--- config.mk ---
export PLATFORM = sky130hd
export DESIGN_NAME = mem_arbiter_flat
export DESIGN_NICKNAME = d
export VERILOG_FILES = /design/src/rtl/mem_arb_pkg.sv /design/src/rtl/mem_arbiter_if.sv /design/src/rtl/arb_rr2.sv /design/src/rtl/mem_arbiter.sv /design/src/flat_wrapper.sv
export SDC_FILE = /design/constraint.sdc
export NUM_CORES = 1
export LEC_CHECK = 0
export ABC_AREA = 1
export BUFFER_PORTS_ARGS = -buffer_cell sky130_fd_sc_hd__buf_2
export CAP_MARGIN = 25
export CORE_AREA = 2 2 283 285
export CTS_BUF_LIST = sky130_fd_sc_hd__clkbuf_4 sky130_fd_sc_hd__clkbuf_8 sky130_fd_sc_hd__clkbuf_16
export CTS_CLUSTER_SIZE = 8
export DETAILED_ROUTE_END_ITERATION = 10
export DIE_AREA = 0 0 285 287
export PLACE_DENSITY_LB_ADDON = 0.25
export SLEW_MARGIN = 10
export SYNTH_ARGS = -nofsm -noshare
export SYNTH_HDL_FRONTEND = slang
export SYNTH_HIERARCHICAL = 1
export SYNTH_SLANG_ARGS = --single-unit
--- constraint.sdc ---
create_clock -name clk -period 1.6 [get_ports clk]
set_input_delay 0.24 -clock clk [delete_from_list [all_inputs] [get_ports clk]]
set_output_delay 0.24 -clock clk [all_outputs]
set_load 0.005 [all_outputs]
--- src/rtl/mem_arb_pkg.sv ---
// Shared defaults, FSM state encoding and grant encoding for the I/D-cache
// memory arbiter.
package mem_arb_pkg;

   localparam int ADDR_W_DEF = 28;
   localparam int DATA_W_DEF = 128;

   typedef enum logic [1:0] {
      IDLE  = 2'd0,
      SERVE = 2'd1,
      DONE  = 2'd2
   } state_t;

   typedef enum logic {
      GNT_I = 1'b0,
      GNT_D = 1'b1
   } grant_t;

endpackage

--- src/rtl/mem_arbiter_if.sv ---
// Cache-side and memory-side signals of the arbiter; the slave modport is the
// arbiter's view, the master modport is the view of its surroundings.
interface mem_arbiter_if
   import mem_arb_pkg::*;
#(
   parameter int ADDR_W = ADDR_W_DEF,
   parameter int DATA_W = DATA_W_DEF
) ();

   logic              ic_read;
   logic [ADDR_W-1:0] ic_addr;
   logic [DATA_W-1:0] ic_rdata;
   logic              ic_ready;

   logic              dc_read;
   logic              dc_write;
   logic [ADDR_W-1:0] dc_addr;
   logic [DATA_W-1:0] dc_wdata;
   logic [DATA_W-1:0] dc_rdata;
   logic              dc_ready;

   logic              mem_read;
   logic              mem_write;
   logic [ADDR_W-1:0] mem_addr;
   logic [DATA_W-1:0] mem_wdata;
   logic [DATA_W-1:0] mem_rdata;
   logic              mem_ready;

   modport slave (
      input  ic_read, ic_addr, dc_read, dc_write, dc_addr, dc_wdata,
      input  mem_rdata, mem_ready,
      output ic_rdata, ic_ready, dc_rdata, dc_ready,
      output mem_read, mem_write, mem_addr, mem_wdata
   );

   modport master (
      output ic_read, ic_addr, dc_read, dc_write, dc_addr, dc_wdata,
      output mem_rdata, mem_ready,
      input  ic_rdata, ic_ready, dc_rdata, dc_ready,
      input  mem_read, mem_write, mem_addr, mem_wdata
   );

endinterface

--- src/rtl/arb_rr2.sv ---
// Two-way round-robin picker: a tie goes to whichever side did not win last.
module arb_rr2
   import mem_arb_pkg::*;
(
   input  logic   req_i,
   input  logic   req_d,
   input  grant_t last_grant,
   output grant_t grant
);

   always_comb begin
      grant = GNT_I;
      if (req_i && req_d)
         grant = (last_grant == GNT_I) ? GNT_D : GNT_I;
      else if (req_d)
         grant = GNT_D;
   end

endmodule

--- src/rtl/mem_arbiter.sv ---
// Arbitrates I-cache and D-cache block requests onto a single memory port;
// every output comes straight from a flop.
module mem_arbiter
   import mem_arb_pkg::*;
#(
   parameter int ADDR_W = ADDR_W_DEF,
   parameter int DATA_W = DATA_W_DEF
) (
   input  logic          clk,
   input  logic          rst,
   mem_arbiter_if.slave  bus
);

   state_t            r_state,      w_state_nxt;
   grant_t            r_last_grant, w_last_grant_nxt;
   grant_t            r_winner,     w_winner_nxt;
   logic              r_mem_read,   w_mem_read_nxt;
   logic              r_mem_write,  w_mem_write_nxt;
   logic [ADDR_W-1:0] r_mem_addr,   w_mem_addr_nxt;
   logic [DATA_W-1:0] r_mem_wdata,  w_mem_wdata_nxt;
   logic [DATA_W-1:0] r_ic_rdata,   w_ic_rdata_nxt;
   logic [DATA_W-1:0] r_dc_rdata,   w_dc_rdata_nxt;
   logic              r_ic_ready,   w_ic_ready_nxt;
   logic              r_dc_ready,   w_dc_ready_nxt;

   logic   w_req_i;
   logic   w_req_d;
   grant_t w_grant;

   assign w_req_i = bus.ic_read;
   assign w_req_d = bus.dc_read | bus.dc_write;

   arb_rr2 u_arb_rr2 (
      .req_i      (w_req_i),
      .req_d      (w_req_d),
      .last_grant (r_last_grant),
      .grant      (w_grant)
   );

   // NOTE: non-blocking assignments keep every flop sampling pre-edge values.
   always_ff @(posedge clk) begin
      if (!rst) begin
         r_state      <= IDLE;
         r_last_grant <= GNT_I;
         r_winner     <= GNT_I;
         r_mem_read   <= 1'b0;
         r_mem_write  <= 1'b0;
         r_mem_addr   <= '0;
         r_mem_wdata  <= '0;
         r_ic_rdata   <= '0;
         r_dc_rdata   <= '0;
         r_ic_ready   <= 1'b0;
         r_dc_ready   <= 1'b0;
      end else begin
         r_state      <= w_state_nxt;
         r_last_grant <= w_last_grant_nxt;
         r_winner     <= w_winner_nxt;
         r_mem_read   <= w_mem_read_nxt;
         r_mem_write  <= w_mem_write_nxt;
         r_mem_addr   <= w_mem_addr_nxt;
         r_mem_wdata  <= w_mem_wdata_nxt;
         r_ic_rdata   <= w_ic_rdata_nxt;
         r_dc_rdata   <= w_dc_rdata_nxt;
         r_ic_ready   <= w_ic_ready_nxt;
         r_dc_ready   <= w_dc_ready_nxt;
      end
   end

   // NOTE: every signal gets a default first, so no path can infer a latch.
   always_comb begin
      w_state_nxt      = r_state;
      w_last_grant_nxt = r_last_grant;
      w_winner_nxt     = r_winner;
      w_mem_read_nxt   = r_mem_read;
      w_mem_write_nxt  = r_mem_write;
      w_mem_addr_nxt   = r_mem_addr;
      w_mem_wdata_nxt  = r_mem_wdata;
      w_ic_rdata_nxt   = r_ic_rdata;
      w_dc_rdata_nxt   = r_dc_rdata;
      w_ic_ready_nxt   = 1'b0;
      w_dc_ready_nxt   = 1'b0;

      unique case (r_state)
         IDLE: begin
            w_mem_read_nxt  = 1'b0;
            w_mem_write_nxt = 1'b0;
            if (w_req_i || w_req_d) begin
               w_state_nxt      = SERVE;
               w_winner_nxt     = w_grant;
               w_last_grant_nxt = w_grant;
               if (w_grant == GNT_D) begin
                  w_mem_addr_nxt = bus.dc_addr;
                  // a write-back outranks a simultaneous read from the D side
                  if (bus.dc_write) begin
                     w_mem_write_nxt = 1'b1;
                     w_mem_wdata_nxt = bus.dc_wdata;
                  end else begin
                     w_mem_read_nxt  = 1'b1;
                  end
               end else begin
                  w_mem_addr_nxt = bus.ic_addr;
                  w_mem_read_nxt = 1'b1;
               end
            end
         end
         SERVE: begin
            if (bus.mem_ready) begin
               w_state_nxt     = DONE;
               w_mem_read_nxt  = 1'b0;
               w_mem_write_nxt = 1'b0;
               if (r_winner == GNT_D) begin
                  w_dc_ready_nxt = 1'b1;
                  if (r_mem_read) w_dc_rdata_nxt = bus.mem_rdata;
               end else begin
                  w_ic_ready_nxt = 1'b1;
                  if (r_mem_read) w_ic_rdata_nxt = bus.mem_rdata;
               end
            end
         end
         DONE:    w_state_nxt = IDLE;
         default: w_state_nxt = IDLE;
      endcase
   end

   assign bus.mem_read  = r_mem_read;
   assign bus.mem_write = r_mem_write;
   assign bus.mem_addr  = r_mem_addr;
   assign bus.mem_wdata = r_mem_wdata;
   assign bus.ic_rdata  = r_ic_rdata;
   assign bus.ic_ready  = r_ic_ready;
   assign bus.dc_rdata  = r_dc_rdata;
   assign bus.dc_ready  = r_dc_ready;

endmodule

--- src/flat_wrapper.sv ---
// flat-port wrapper written by rule: the top's interface ports become plain ports
module mem_arbiter_flat import mem_arb_pkg::*;
#(
   parameter int ADDR_W = ADDR_W_DEF,
   parameter int DATA_W = DATA_W_DEF
)
  (clk, rst, bus_ic_read, bus_ic_addr, bus_dc_read, bus_dc_write, bus_dc_addr, bus_dc_wdata, bus_mem_rdata, bus_mem_ready, bus_ic_rdata, bus_ic_ready, bus_dc_rdata, bus_dc_ready, bus_mem_read, bus_mem_write, bus_mem_addr, bus_mem_wdata);
  mem_arbiter_if #(.ADDR_W(ADDR_W), .DATA_W(DATA_W)) bus_i ();
  input  logic clk;
  input  logic rst;
  input wire logic [$bits(bus_i.ic_read)-1:0] bus_ic_read;
  input wire logic [$bits(bus_i.ic_addr)-1:0] bus_ic_addr;
  input wire logic [$bits(bus_i.dc_read)-1:0] bus_dc_read;
  input wire logic [$bits(bus_i.dc_write)-1:0] bus_dc_write;
  input wire logic [$bits(bus_i.dc_addr)-1:0] bus_dc_addr;
  input wire logic [$bits(bus_i.dc_wdata)-1:0] bus_dc_wdata;
  input wire logic [$bits(bus_i.mem_rdata)-1:0] bus_mem_rdata;
  input wire logic [$bits(bus_i.mem_ready)-1:0] bus_mem_ready;
  output wire logic [$bits(bus_i.ic_rdata)-1:0] bus_ic_rdata;
  output wire logic [$bits(bus_i.ic_ready)-1:0] bus_ic_ready;
  output wire logic [$bits(bus_i.dc_rdata)-1:0] bus_dc_rdata;
  output wire logic [$bits(bus_i.dc_ready)-1:0] bus_dc_ready;
  output wire logic [$bits(bus_i.mem_read)-1:0] bus_mem_read;
  output wire logic [$bits(bus_i.mem_write)-1:0] bus_mem_write;
  output wire logic [$bits(bus_i.mem_addr)-1:0] bus_mem_addr;
  output wire logic [$bits(bus_i.mem_wdata)-1:0] bus_mem_wdata;
  assign bus_i.ic_read = bus_ic_read;
  assign bus_i.ic_addr = bus_ic_addr;
  assign bus_i.dc_read = bus_dc_read;
  assign bus_i.dc_write = bus_dc_write;
  assign bus_i.dc_addr = bus_dc_addr;
  assign bus_i.dc_wdata = bus_dc_wdata;
  assign bus_i.mem_rdata = bus_mem_rdata;
  assign bus_i.mem_ready = bus_mem_ready;
  assign bus_ic_rdata = bus_i.ic_rdata;
  assign bus_ic_ready = bus_i.ic_ready;
  assign bus_dc_rdata = bus_i.dc_rdata;
  assign bus_dc_ready = bus_i.dc_ready;
  assign bus_mem_read = bus_i.mem_read;
  assign bus_mem_write = bus_i.mem_write;
  assign bus_mem_addr = bus_i.mem_addr;
  assign bus_mem_wdata = bus_i.mem_wdata;
  mem_arbiter #(.ADDR_W(ADDR_W), .DATA_W(DATA_W)) u_core (.clk(clk), .rst(rst), .bus(bus_i));
endmodule
==> results_dict.tcl <==
set metrics [dict create \
    synthTopCellsByCount "nand2_1, nor2_1, dfxtp_1" \
    fmax_mhz 674 \
    avgRoutedWirePerCell_um 14.2 \
    gr-total-overflow 0 \
    drt-initial-drc-count 723 \
    grt_start_max_net_pins 115 \
    drc 0 \
    skew_ns 0.0109 \
    crit_chain "inv_2 -> nand3_1 -> nor2_4 -> buf_12 -> buf_12 -> nand2_1 -> nand2_1 -> nor2_1" \
    postRouteAntennaNets 0 \
    syn_area_per_cell_sq_um 6.84 \
    p_per_area_mw_per_mm2 1000 \
    vias 17781 \
    yosys_warnings 6 \
    hold_depth 5 \
    fp-row-count 103 \
    crit_start "u_core/r_state[1]" \
    cp.required_ns 2.09 \
    r2r-start "u_core/r_state[1]" \
    finalNonFillerCells 4462 \
    cts_buffers 59 \
    path_max_fanout 45 \
    ctsHtreeMaxLevel 2 \
    synthCells 2377 \
    status "completed" \
    maxCapViolCount 0 \
    met2_usage_pct 25.7 \
    peakVddDrop_uv 677 \
    maxSlewViolCount 0 \
    area_delta_synth_final_pct 61.7 \
    crit_family "buffers and inverters" \
    place_inst 4085 \
    nets 3722 \
    die_w_um 285 \
    drt-total-wl_mm 63.4 \
    synth_seq_area_share_pct 51.6 \
    yosysTopAreaCell "dfxtp_1" \
    setup_violations 0 \
    synth_ff_type "dfxtp_1" \
    synth_area_leaders "dfxtp_1, nand2_1, nor2_1" \
    cp_slowest_cell "dfxtp_1" \
    tns_ns 0 \
    cts_tree "built" \
    dr.pass1.iters 5 \
    min_path_type "in2reg" \
    max-slew-margin-rel_pct 63.2 \
    grt_use_met3_pct 3.76 \
    fin_util_pct 33.4 \
    cp.depth 8 \
    cp_slowest_stage_delay_ns 0.33 \
    worst-path-buf-inv 3 \
    fp.coreArea_sq_mm 0.0786 \
    numPortBuffers 733 \
    startpoint_type "flop" \
    r2r-end "u_core/bus.dc_rdata[59]" \
    tightestPinTransition_ns 0.552 \
    r2r_setup_slack_ns 0.12 \
    finalWorstSetupSlack_ns 0.115 \
    yosysTopAreaCellShare_pct 51.6 \
    die_y_um 287 \
    arrival_ns 1.97 \
    synth.most_common_cell "nand2_1" \
    period_needed_ns 1.48 \
    clkTransAtPathRegs_ns 0.05 \
    cts-root-buf "clkbuf_16" \
    gr-usage-met1_pct 16.6 \
    critPathKind "reg2reg" \
    synth_fp_nets 2695 \
    critPathCapture "u_core/bus.dc_rdata[59]" \
    dieArea_sq_mm 0.0818 \
    place.gp.congestion 0.818 \
    hold_viol 0 \
    initial_core_util_pct 20.7 \
    top_usage_layer "met2" \
    synth_edf_count 0 \
    io_pins 734 \
    finalCritPeriodShare_pct 92.8 \
    avgViaCountPerCell 3.98 \
    rsz0062_at_grt "yes" \
    antenna_found_initial 2 \
    cellLeakagePower_nw 13.0 \
    drive_above_1_share_pct 26.2 \
    syn_area_sq_mm 0.0162 \
    yosysUniqueCellTypes 16 \
    cts_buffer_depth 3 \
    crit_path_end_kind "flop" \
    ff2ff_path_depth 8 \
    grtUsageTotal_pct 14.6 \
    synth-seq-cells 419 \
    grt_pass1_wl_mm 96.1 \
    fin_area_sq_mm 0.0263 \
    cts_sinks 419 \
    dpl.hpwl_mm 46.2 \
    post-place-ws_ns -0.119 \
    postPlaceCellArea_sq_mm 0.0215 \
    grt_pass1_vias 17355 \
    clock_latency_ns 0.60 \
    async_reset_ff_share_pct 0 \
]
layer usage:
metal	vias to the layer above	wire [um]
li1	9206	-
met1	7852	25700
met2	577	30700
met3	146	4130
met4	0	2800
met5	-	0
kinds of logic (layout without fill, tap and decap cells):
group | after synthesis | after routing | synth area share, %
flip-flops | 419 | 419 | 51.6
AND/OR/NAND/NOR | 1503 | 1503 | 35.9
other | 0 | 2 | 0
buffers and inverters | 322 | 1355 | 8.39
AO/OA/AOI/OAI | 133 | 133 | 4.12
power by group:
part | total (mW) | internal [mW] | switching [mW] | leakage (nW)
clock network | 11.4 | 6.88 | 4.55 | 0.792
registers | 11.1 | 10.9 | 0.233 | 3.40
logic | 3.78 | 1.83 | 1.95 | 8.78
total | 26.3 | 19.6 | 6.73 | 13.0
cell usage in the layout, fill, tap and decap left out, types with 3 or more instances in the layout:
master         Yosys  layout
a21oi_1          132     132
buf_12             0      27
buf_16             0       4
buf_2             87     732
buf_4             12      49
clkbuf_16          0      61
dfxtp_1          419     418
dlygate4sd3_1      0     308
inv_1            164     163
nand2_1          792     789
nand3_1          134     133
nor2_1           570     570
nor2_4             0       3
area by class of cell:
| cell class | instances | area, sq um |
|---|---|---|
| Fill cell | 8500 | 52300 |
| Sequential cell | 419 | 8390 |
| Timing Repair Buffer | 1122 | 7790 |
| Multi-Input combinational cell | 1636 | 6530 |
| Clock buffer | 64 | 1560 |
| Tap cell | 1050 | 1310 |
| Inverter | 166 | 628 |
| Clock inverter | 3 | 57.6 |
| Antenna cell | 2 | 5.00 |
registers in the layout (all words and copies together), names as in the netlist:
signal / cells
u_core/bus.dc_rdata: 128
u_core/bus.dc_ready: 1
u_core/bus.ic_rdata: 128
u_core/bus.ic_ready: 1
u_core/bus.mem_addr: 28
u_core/bus.mem_read: 1
u_core/bus.mem_wdata: 128
u_core/bus.mem_write: 1
u_core/r_state: 2
u_core/r_winner: 1
per-stage QoR:
| step | hold WS, ns | power, mW |
|---|---|---|
| floorplan | 0.405 | 12.9 |
| global placement | 0.446 | 14.5 |
| detailed placement | 0.451 | 14.5 |
| CTS | 0.000202 | 26.8 |
| global route | 0.0501 | 27.7 |
| finish | 0.0429 | 26.3 |
what timing repair did:
action | CTS | global route
setup buffers | 0 | 0
endpoints found under the setup margin | 0 | 140
resized for setup | 0 | 8
endpoints found under the hold margin | 416 | 0
hold buffers | 308 | 0
worst min-delay path, delay by kind of cell:
| family | cells | cell delay [ns] |
|---|---|---|
| buffers and inverters | 1 | 0.08 |
| AND/OR/NAND/NOR | 4 | 0.28 |
how the worst min path moves through the flow:
stage                                         from                       end
final                               bus_ic_addr[7]    u_core/bus.mem_addr[7]
after global routing                bus_dc_addr[3]    u_core/bus.mem_addr[3]
after CTS                           bus_dc_addr[3]    u_core/bus.mem_addr[3]
after detailed placement  u_core/bus.mem_wdata[26]  u_core/bus.mem_wdata[26]
after global placement     u_core/bus.mem_wdata[8]   u_core/bus.mem_wdata[8]
after floorplan                    bus_dc_wdata[0]   u_core/bus.mem_wdata[0]
No activity file was read; power rests on OpenSTA's default activity.
